## src/rtl/fip_pkg.sv

```systemverilog
// fip_pkg: shared types, constants and range helpers for the fixed-point operators
package fip_pkg;

   localparam logic FIP_TRUE  = 1'b1;
   localparam logic FIP_FALSE = 1'b0;

   typedef enum logic [1:0] {IDLE, RUN, FIX} fip_div_state_t;

   function automatic logic signed [63:0] fip_max(int width);
      return (64'sd1 <<< (width - 1)) - 64'sd1;
   endfunction

   function automatic logic signed [63:0] fip_min(int width);
      return -(64'sd1 <<< (width - 1));
   endfunction

endpackage

```

## src/rtl/fip_div_seq_if.sv

```systemverilog
// fip_div_seq_if: request/result bundle of the sequential fixed-point divider
interface fip_div_seq_if #(
   parameter int WIDTH = 32
) ();
   logic             i_en;
   logic [WIDTH-1:0] i_x;
   logic [WIDTH-1:0] i_y;
   logic [WIDTH-1:0] o_z;
   logic             o_busy;
   logic             o_valid;
   logic             o_dz;
   logic             o_ovf;

   modport master (output i_en, i_x, i_y, input o_z, o_busy, o_valid, o_dz, o_ovf);
   modport slave  (input i_en, i_x, i_y, output o_z, o_busy, o_valid, o_dz, o_ovf);
endinterface

```

## src/rtl/fip_sat_narrow.sv

```systemverilog
// fip_sat_narrow: signed narrowing from IN_W to OUT_W bits with clamp or wrap and an overflow flag
module fip_sat_narrow
   import fip_pkg::*;
#(
   parameter int IN_W  = 49,
   parameter int OUT_W = 32,
   parameter bit SAT   = 1'b0
) (
   input  logic signed [IN_W-1:0] a_i,
   output logic [OUT_W-1:0]       z_o,
   output logic                   ovf_o
);
   localparam logic signed [63:0] MAX_V = fip_max(OUT_W);
   localparam logic signed [63:0] MIN_V = fip_min(OUT_W);

   logic signed [63:0] a_w;
   logic               hi;
   logic               lo;

   // Range-check the sign-extended value, then clamp (SAT) or keep the low bits
   always_comb begin
      a_w   = 64'(a_i);
      hi    = a_w > MAX_V;
      lo    = a_w < MIN_V;
      ovf_o = hi | lo;
      z_o   = (SAT && hi) ? MAX_V[OUT_W-1:0] : (SAT && lo) ? MIN_V[OUT_W-1:0] : a_i[OUT_W-1:0];
   end
endmodule

```

## src/rtl/fip_div_seq.sv

```systemverilog
// fip_div_seq: multi-cycle signed fixed-point divider, one restoring quotient bit per cycle
module fip_div_seq
   import fip_pkg::*;
#(
   parameter int WIDTH    = 32,
   parameter int FRA_BITS = 16,
   parameter bit SAT      = 1'b0
) (
   input  logic          i_clk,
   input  logic          i_rstn,
   fip_div_seq_if.slave  bus
);
   localparam int N  = WIDTH + FRA_BITS;
   localparam int CW = $clog2(N + 1);
   localparam logic signed [63:0] MAX_L = fip_max(WIDTH);
   localparam logic signed [63:0] MIN_L = fip_min(WIDTH);
   localparam logic [WIDTH-1:0]   MAX_Z = MAX_L[WIDTH-1:0];
   localparam logic [WIDTH-1:0]   MIN_Z = MIN_L[WIDTH-1:0];

   fip_div_state_t   state_q;
   logic [CW-1:0]    cnt_q;
   logic [WIDTH:0]   rem_q;
   logic [WIDTH:0]   ay_q;
   logic [N-1:0]     dvd_q;
   logic             sx_q;
   logic             sq_q;
   logic             dz_q;
   logic [WIDTH-1:0] z_q;
   logic             busy_q;
   logic             valid_q;
   logic             dzo_q;
   logic             ovf_q;

   logic [WIDTH-1:0]   ax;
   logic [WIDTH-1:0]   ay;
   logic [WIDTH+1:0]   rem_sh;
   logic               ge;
   logic [WIDTH:0]     rem_d;
   logic signed [N:0]  q_s;
   logic [WIDTH-1:0]   nz;
   logic               n_ovf;

   // Operand magnitudes (|MIN| wraps to 2^(WIDTH-1), correct as unsigned) and one shift-subtract step
   always_comb begin
      ax     = bus.i_x[WIDTH-1] ? -bus.i_x : bus.i_x;
      ay     = bus.i_y[WIDTH-1] ? -bus.i_y : bus.i_y;
      rem_sh = {rem_q, dvd_q[N-1]};
      ge     = rem_sh >= (WIDTH+2)'(ay_q);
      rem_d  = (WIDTH+1)'(ge ? rem_sh - (WIDTH+2)'(ay_q) : rem_sh);
      q_s    = sq_q ? -$signed({1'b0, dvd_q}) : $signed({1'b0, dvd_q});
   end

   fip_sat_narrow #(.IN_W(N + 1), .OUT_W(WIDTH), .SAT(SAT)) u_narrow (
      .a_i   (q_s),
      .z_o   (nz),
      .ovf_o (n_ovf)
   );

   // Sequencer: accept in IDLE, N quotient steps in RUN (dividend register fills with the quotient), result in FIX
   always_ff @(posedge i_clk or negedge i_rstn) begin
      if (!i_rstn) begin
         state_q <= IDLE;
         cnt_q   <= '0;
         rem_q   <= '0;
         ay_q    <= '0;
         dvd_q   <= '0;
         sx_q    <= FIP_FALSE;
         sq_q    <= FIP_FALSE;
         dz_q    <= FIP_FALSE;
         z_q     <= '0;
         busy_q  <= FIP_FALSE;
         valid_q <= FIP_FALSE;
         dzo_q   <= FIP_FALSE;
         ovf_q   <= FIP_FALSE;
      end else begin
         valid_q <= FIP_FALSE;
         case (state_q)
            IDLE: if (bus.i_en) begin
               state_q <= RUN;
               busy_q  <= FIP_TRUE;
               cnt_q   <= '0;
               rem_q   <= '0;
               ay_q    <= {1'b0, ay};
               dvd_q   <= {ax, {FRA_BITS{1'b0}}};
               sx_q    <= bus.i_x[WIDTH-1];
               sq_q    <= bus.i_x[WIDTH-1] ^ bus.i_y[WIDTH-1];
               dz_q    <= bus.i_y == '0;
            end
            RUN: begin
               rem_q   <= rem_d;
               dvd_q   <= {dvd_q[N-2:0], ge};
               cnt_q   <= cnt_q + 1'b1;
               state_q <= (cnt_q == CW'(N - 1)) ? FIX : RUN;
            end
            FIX: begin
               state_q <= IDLE;
               busy_q  <= FIP_FALSE;
               valid_q <= FIP_TRUE;
               z_q     <= dz_q ? (sx_q ? MIN_Z : MAX_Z) : nz;
               dzo_q   <= dz_q;
               ovf_q   <= !dz_q && n_ovf;
            end
            default: state_q <= IDLE;
         endcase
      end
   end

   assign bus.o_z     = z_q;
   assign bus.o_busy  = busy_q;
   assign bus.o_valid = valid_q;
   assign bus.o_dz    = dzo_q;
   assign bus.o_ovf   = ovf_q;
endmodule
```

## src/flat_wrapper.sv

```systemverilog
// flat-port wrapper written by rule: the top's interface ports become plain ports
module fip_div_seq_flat import fip_pkg::*;
#(
   parameter int WIDTH    = 32,
   parameter int FRA_BITS = 16,
   parameter bit SAT      = 1'b0
)
  (i_clk, i_rstn, bus_i_en, bus_i_x, bus_i_y, bus_o_z, bus_o_busy, bus_o_valid, bus_o_dz, bus_o_ovf);
  fip_div_seq_if #(.WIDTH(WIDTH)) bus_i ();
  input  logic i_clk;
  input  logic i_rstn;
  input wire logic [$bits(bus_i.i_en)-1:0] bus_i_en;
  input wire logic [$bits(bus_i.i_x)-1:0] bus_i_x;
  input wire logic [$bits(bus_i.i_y)-1:0] bus_i_y;
  output wire logic [$bits(bus_i.o_z)-1:0] bus_o_z;
  output wire logic [$bits(bus_i.o_busy)-1:0] bus_o_busy;
  output wire logic [$bits(bus_i.o_valid)-1:0] bus_o_valid;
  output wire logic [$bits(bus_i.o_dz)-1:0] bus_o_dz;
  output wire logic [$bits(bus_i.o_ovf)-1:0] bus_o_ovf;
  assign bus_i.i_en = bus_i_en;
  assign bus_i.i_x = bus_i_x;
  assign bus_i.i_y = bus_i_y;
  assign bus_o_z = bus_i.o_z;
  assign bus_o_busy = bus_i.o_busy;
  assign bus_o_valid = bus_i.o_valid;
  assign bus_o_dz = bus_i.o_dz;
  assign bus_o_ovf = bus_i.o_ovf;
  fip_div_seq #(.WIDTH(WIDTH), .FRA_BITS(FRA_BITS), .SAT(SAT)) u_core (.i_clk(i_clk), .i_rstn(i_rstn), .bus(bus_i));
endmodule
```

## config.mk

```make
export PLATFORM = sky130hd
export DESIGN_NAME = fip_div_seq_flat
export DESIGN_NICKNAME = d
export VERILOG_FILES = /design/src/rtl/fip_pkg.sv /design/src/rtl/fip_div_seq_if.sv /design/src/rtl/fip_sat_narrow.sv /design/src/rtl/fip_div_seq.sv /design/src/flat_wrapper.sv
export SDC_FILE = /design/constraint.sdc
export NUM_CORES = 1
export LEC_CHECK = 0
export ABC_CLOCK_PERIOD_IN_PS = 5400
export CELL_PAD_IN_SITES_DETAIL_PLACEMENT = 1
export CELL_PAD_IN_SITES_GLOBAL_PLACEMENT = 2
export CORE_MARGIN = 4
export CORE_UTILIZATION = 36
export CTS_CLUSTER_DIAMETER = 50
export DETAILED_ROUTE_END_ITERATION = 7
export PLACE_DENSITY = 0.86
export SLEW_MARGIN = 0
export SYNTH_ARGS = -nofsm -noshare
export SYNTH_HDL_FRONTEND = slang
export SYNTH_HIERARCHICAL = 1
export SYNTH_SLANG_ARGS = --single-unit
```

## constraint.sdc

```tcl
create_clock -name i_clk -period 5.4 [get_ports i_clk]
set_clock_uncertainty 0.05 [all_clocks]
set_input_delay 0.81 -clock i_clk [delete_from_list [all_inputs] [get_ports i_clk]]
set_output_delay 0.81 -clock i_clk [all_outputs]
set_load 0.1 [all_outputs]
```

After elaboration in Yosys (flattened, before gate mapping) --
Index checks and enable logic that the tools add are counted. W data, S select, Z words.
Word-level totals: register bits after elaboration 160, input bits 67, output and inout bits 36, word-level logic and storage cells 54
Cells by class: add/sub/neg operators 5, order comparisons 3, eq/ne operators 4, muxes and demuxes 18, bitwise gates (word level) 2, reduce and logical (&&, ||, !) cells 9
Operators with widths (count):
- $mux W32 | 4
- $pmux W48 S2 | 1
- $mux W33 | 2
- $pmux W33 S2 | 1
- $neg A32 Y32 | 2
- $gt A49 B32 Y1 const B | 1
- $lt A49 B32 Y1 const B | 1
- $mux W49 | 1
- $neg A48 Y49 | 1
- $mux W48 | 1
- $ge A34 B32 Y1 | 1
- $sub A33 B32 Y33 | 1
- $logic_not A32 Y1 | 1
- $pmux W6 S2 | 1
- $add A6 B1 Y6 const B | 1
- $eq A6 B6 Y1 const B | 1
- $mux W6 | 1
- $reduce_and A2 Y1 | 3
- $mux W2 | 2
- $pmux W2 S2 | 1
- $reduce_bool A2 Y1 | 2
- $eq A2 B1 Y1 const B | 1
- $eq A2 B2 Y1 const B | 1
- $logic_not A2 Y1 | 1
- 7 further kinds | 8

Depth between registers and ports, before layout --
word-level depth 5, depth in mapped cells 17, depth with buffers taken out 15

By module --
Netlist, hierarchy kept.
By module, submodules not included:
- fip_div_seq | instances 1, cells an instance 1204, area an instance 10332.4 um^2, seq. area each 4003.8 um^2
- fip_sat_narrow | instances 1, cells an instance 45, area an instance 327.8 um^2, seq. area each 0.0 um^2

Worst setup path before layout --
No wires, ideal clock.
path type reg2reg, start register u_core.dvd_q[13], end register u_core.ovf_q, in the netlist u_core/bus.o_ovf, library setup time 133 ps, data arrival time 4232 ps, data required time 5217 ps, slack 984 ps, stages on the path, launching flop included 16, path buffers 1, period minus slack after synthesis 4416 ps, path through dfrtp_1 -> or4_4 -> or3_1 -> or3_4 -> or4_4 -> or3_4 -> or4_4 -> buf_6 -> nand2b_4 -> nand2_1 -> xnor2_1 -> or4_1 -> nor4_2 -> a21oi_1 -> nand3_1 -> o21ai_0
Between the ends: word-level cells in the longest chain between the ends 5, elaborated cells on any way between the ends 6, classes of those cells 1 x add/sub; 2 x order compare; 1 x mux; 1 x bitwise; 1 x reduce/logical
Ends and longest elaborated chain:
- start, declared | line fip_div_seq.sv:24 | logic [N-1:0] dvd_q;
- start signal, assigned | line fip_div_seq.sv:84 | dvd_q <= {ax, {FRA_BITS{1'b0}}};
- start signal, assigned | line fip_div_seq.sv:91 | dvd_q <= {dvd_q[N-2:0], ge};
- $neg A48 Y49 (*) | line fip_div_seq.sv:50 | q_s = sq_q ? -$signed({1'b0, dvd_q}) : $signed({1'b0, dvd_q});
- $mux W49 (*) | line fip_div_seq.sv:50
- net u_core.q_s[43] | line fip_div_seq.sv:39 | logic signed [N:0] q_s;
- $gt A49 B32 Y1 / $lt A49 B32 Y1 (equally long branches) | line fip_sat_narrow.sv:23, fip_sat_narrow.sv:24
- $or A1 B1 Y1 (*) | line fip_sat_narrow.sv:25 | ovf_o = hi | lo;
- net u_core.n_ovf | line fip_div_seq.sv:41 | logic n_ovf;
- $logic_and A1 B1 Y1 (*) | line fip_div_seq.sv:101 | ovf_q <= !dz_q && n_ovf;
- end signal, assigned | line fip_div_seq.sv:101
- end, declared | line fip_div_seq.sv:32 | logic ovf_q;
Mark *: on every way through the listed nets, which the timed path passes. The rest lies on a longest branch. A chain may end at the register's enable or synchronous reset.

Worst setup path in the final report --
start register u_core.dvd_q[4], end register u_core.ovf_q, in the netlist u_core/bus.o_ovf
Same word-level chain as after synthesis.

==> flow_summary.yaml <==
timing:
  slew_headroom: 0.186
  worst_pin_slew_ps: 1220
  grt_setup_unrepaired: "false"
  setup_violations: 0
  finalSetupTns_ps: 0
  period_share: 0.919
  drv_slew: 0
  min_period_ps: 4960
  fmaxAchievable_ghz: 0.202
  hold_viol: 0
  whs_ps: 403
die:
  initial_core_util: 0.368
  dieArea_um2: 32400
  rows: 62
  dieHeight_um: 180
  boundaryPins: 103
  core_um2: 28900
  dieWidth_um: 180
clock_network:
  h-tree-depth: 4
  post_cts_resized: 0
  path_clk_slew_ps: 80
  clk_latency_ps: 440
  cts_hold_buf: 0
  cts_buffers: 17
  postCtsSetupBuffers: 0
  cts_root_buffer: "clkbuf_16"
  numClockSinks: 160
  cts.path.max_buffers: 2
  cts_tree: "built"
setup_path:
  start_kind: "flop"
  required_ps: 5640
  crit_start: "u_core/dvd_q[4]"
  ff2ff_path_depth: 13
  critPathKind: "reg2reg"
  critPathMaxFanout: 6
  critPathCaptureType: "flop"
  reg2reg_from: "u_core/dvd_q[4]"
  r2r-end: "u_core/bus.o_ovf"
  r2r_slack_ps: 440
  cp.arrival_ps: 5200
min_path:
  hp-class: "in2async"
logic_synthesis:
  syn_area_um2: 10700
  ys_seq_elements: 160
  yosys_most_used_dff: "dfrtp_1"
  async_flop_share: 1.00
  synth_top_area_frac: 0.376
  ys_warn_count: 6
  synth_seq_area_share: 0.376
  avgSynthCellArea_um2: 8.54
  yosysUniqueCellTypes: 60
  syn-num-nets: 1353
  synth_edf_count: 0
  ys_top_cells_by_area: "dfrtp_1 38%, o21ai_0 6.9%, xnor2_1 6.2%"
  netlist_instances: 1249
  yosysTopAreaCell: "dfrtp_1"
power:
  p_leak_nw: 4.79
  pwr_density_cell_nw_per_um2: 210
  ir_worst_vdd_mv: 0.221
  finalPower_mw: 2.60
detailed_routing:
  met1_length_um: 15800
  via_per_inst: 5.55
  ant_nets: 0
  wl_met2_um: 13100
  drt-total-wl_um: 30100
  drt_first_pass_iters: 5
  dr.max_layer_used: "met4"
  wl_per_cell_um: 18.0
  drtIter0Drc: 601
  route.met3.wl_um: 857
  vias: 9287
  drc: 0
placed_design:
  dp_cells: 1640
  gp_congestion: 0.838
  port_buffers: 102
  dp_hpwl_um: 21500
finish:
  final_core_util: 0.427
  final_nets: 1379
  n_antenna_cell: 0
  area_growth_pct: 16.0
  fin_cells: 1672
  drive_above_1_share: 0.0543
grt:
  antenna_found_initial: 0
  grt_pass1_vias: 9545
  grt_overflow: 0
  grt_pass1_wl_um: 50500
  grt_max_degree: 111
  grt_use_total: 0.185
outcome:
  outcome: "complete, no violations"
job:
  drv_cap: 0
[stage by stage]
| stage | cell area (µm²) | setup WS, ps |
|---|---|---|
| after floorplan | 10700 | 984 |
| after global placement | 11800 | 706 |
| after detailed placement | 11800 | 600 |
| after CTS | 12400 | 420 |
| after global routing | 12400 | 83.6 |
| final | 12400 | 439 |
[worst max-delay path: stages (launching register included)]
cell      delay (ps)
dfrtp_1          430
nor4_1           770
nand4b_1         330
or3_1            400
or4_1            470
or3_1            410
or4_1            560
o41ai_2          290
xnor2_1          130
or4_1            520
nor4_2           140
a21oi_1          100
nand3_1           90
o21ai_0          110
[state kept, by name, summed over array words and instances, names as in the netlist]
name                flops
u_core/dvd_q           48
u_core/bus.o_valid      1
u_core/bus.o_z         32
u_core/ay_q            32
u_core/rem_q           33
u_core/bus.o_ovf        1
u_core/state_q          2
u_core/bus.o_busy       1
u_core/cnt_q            6
u_core/sq_q             1
u_core/bus.o_dz         1
u_core/dz_q             1
u_core/sx_q             1
[routing by layer]
metal	track usage	up-vias
li1	-	4534
met1	0.281	4574
met2	0.282	153
met3	0.0234	26
met4	0.0442	0
met5	0	-
[cells in the final DEF, fill, tap and decap left out, drive strengths merged, types with 6 or more instances in the layout]
cell type	synthesis	routed
dfrtp	160	160
o21ai	149	149
a21oi	128	128
nand2	112	112
clkdlybuf4s50	0	101
nor2	77	77
xnor2	75	75
xor2	58	58
inv	50	56
o31ai	37	37
ha	36	36
a22oi	27	27
or4	22	22
o22ai	20	20
clkbuf	65	17
o41ai	16	16
nand3	15	15
nand4	14	14
a22o	14	14
a21o	14	14
nor4	14	14
or3	13	13
a32oi	12	12
buf	41	12
nor3	11	11
nand2b	11	11
or2	6	6
o21bai	6	6
clkinv	0	6
[cell families (layout without fill, tap and decap cells)]
logic type	count (synthesis)	after routing	synth area share
xor gates and xnor gates	133	133	0.109
buffers and inverters	156	195	0.0670
AOI/OAI and AO/OA	446	446	0.257
muxes	4	4	0.00387
and+or+nand+nor	313	313	0.143
adders and majority gates	37	37	0.0441
DFF	160	160	0.376
[where the power goes]
group | total (mW) | leakage, nW | switching, mW | internal [mW]
clock | 1.23 | 0.286 | 0.602 | 0.629
sequential | 1.20 | 1.95 | 0 | 1.20
combinational | 0.169 | 2.56 | 0.0931 | 0.0763
total | 2.60 | 4.79 | 0.695 | 1.90
[worst max path at each step]
stage	to	slack, ps
global placement	u_core/bus.o_ovf	710
global route	u_core/bus.o_ovf	80
finish	u_core/bus.o_ovf	440
CTS	u_core/bus.o_ovf	420
detailed placement	u_core/bus.o_ovf	600
floorplan	u_core/bus.o_ovf	980
[Yosys cell counts, drive strengths merged, types with 6 or more instances]
| library cell | n |
|---|---|
| or2 | 6 |
| a32oi | 12 |
| buf | 41 |
| a21oi | 128 |
| xnor2 | 75 |
| o41ai | 16 |
| xor2 | 58 |
| nand3 | 15 |
| o31ai | 37 |
| inv | 50 |
| clkbuf | 65 |
| nand2b | 11 |
| ha | 36 |
| o21bai | 6 |
| nor3 | 11 |
| or4 | 22 |
| a22oi | 27 |
| nand4 | 14 |
| nor2 | 77 |
| o22ai | 20 |
| a22o | 14 |
| nand2 | 112 |
| a21o | 14 |
| nor4 | 14 |
| or3 | 13 |
| o21ai | 149 |
| dfrtp | 160 |
[area by class of cell]
type	instances	area, µm²
Fill cell	3396	16600
Multi-Input combinational cell	933	5980
Sequential cell	160	4000
Timing Repair Buffer	113	1100
Tap cell	384	480
Clock buffer	17	425
Inverter	50	188
Clock inverter	15	185
Note: power is estimated with default switching activity, not from simulation.
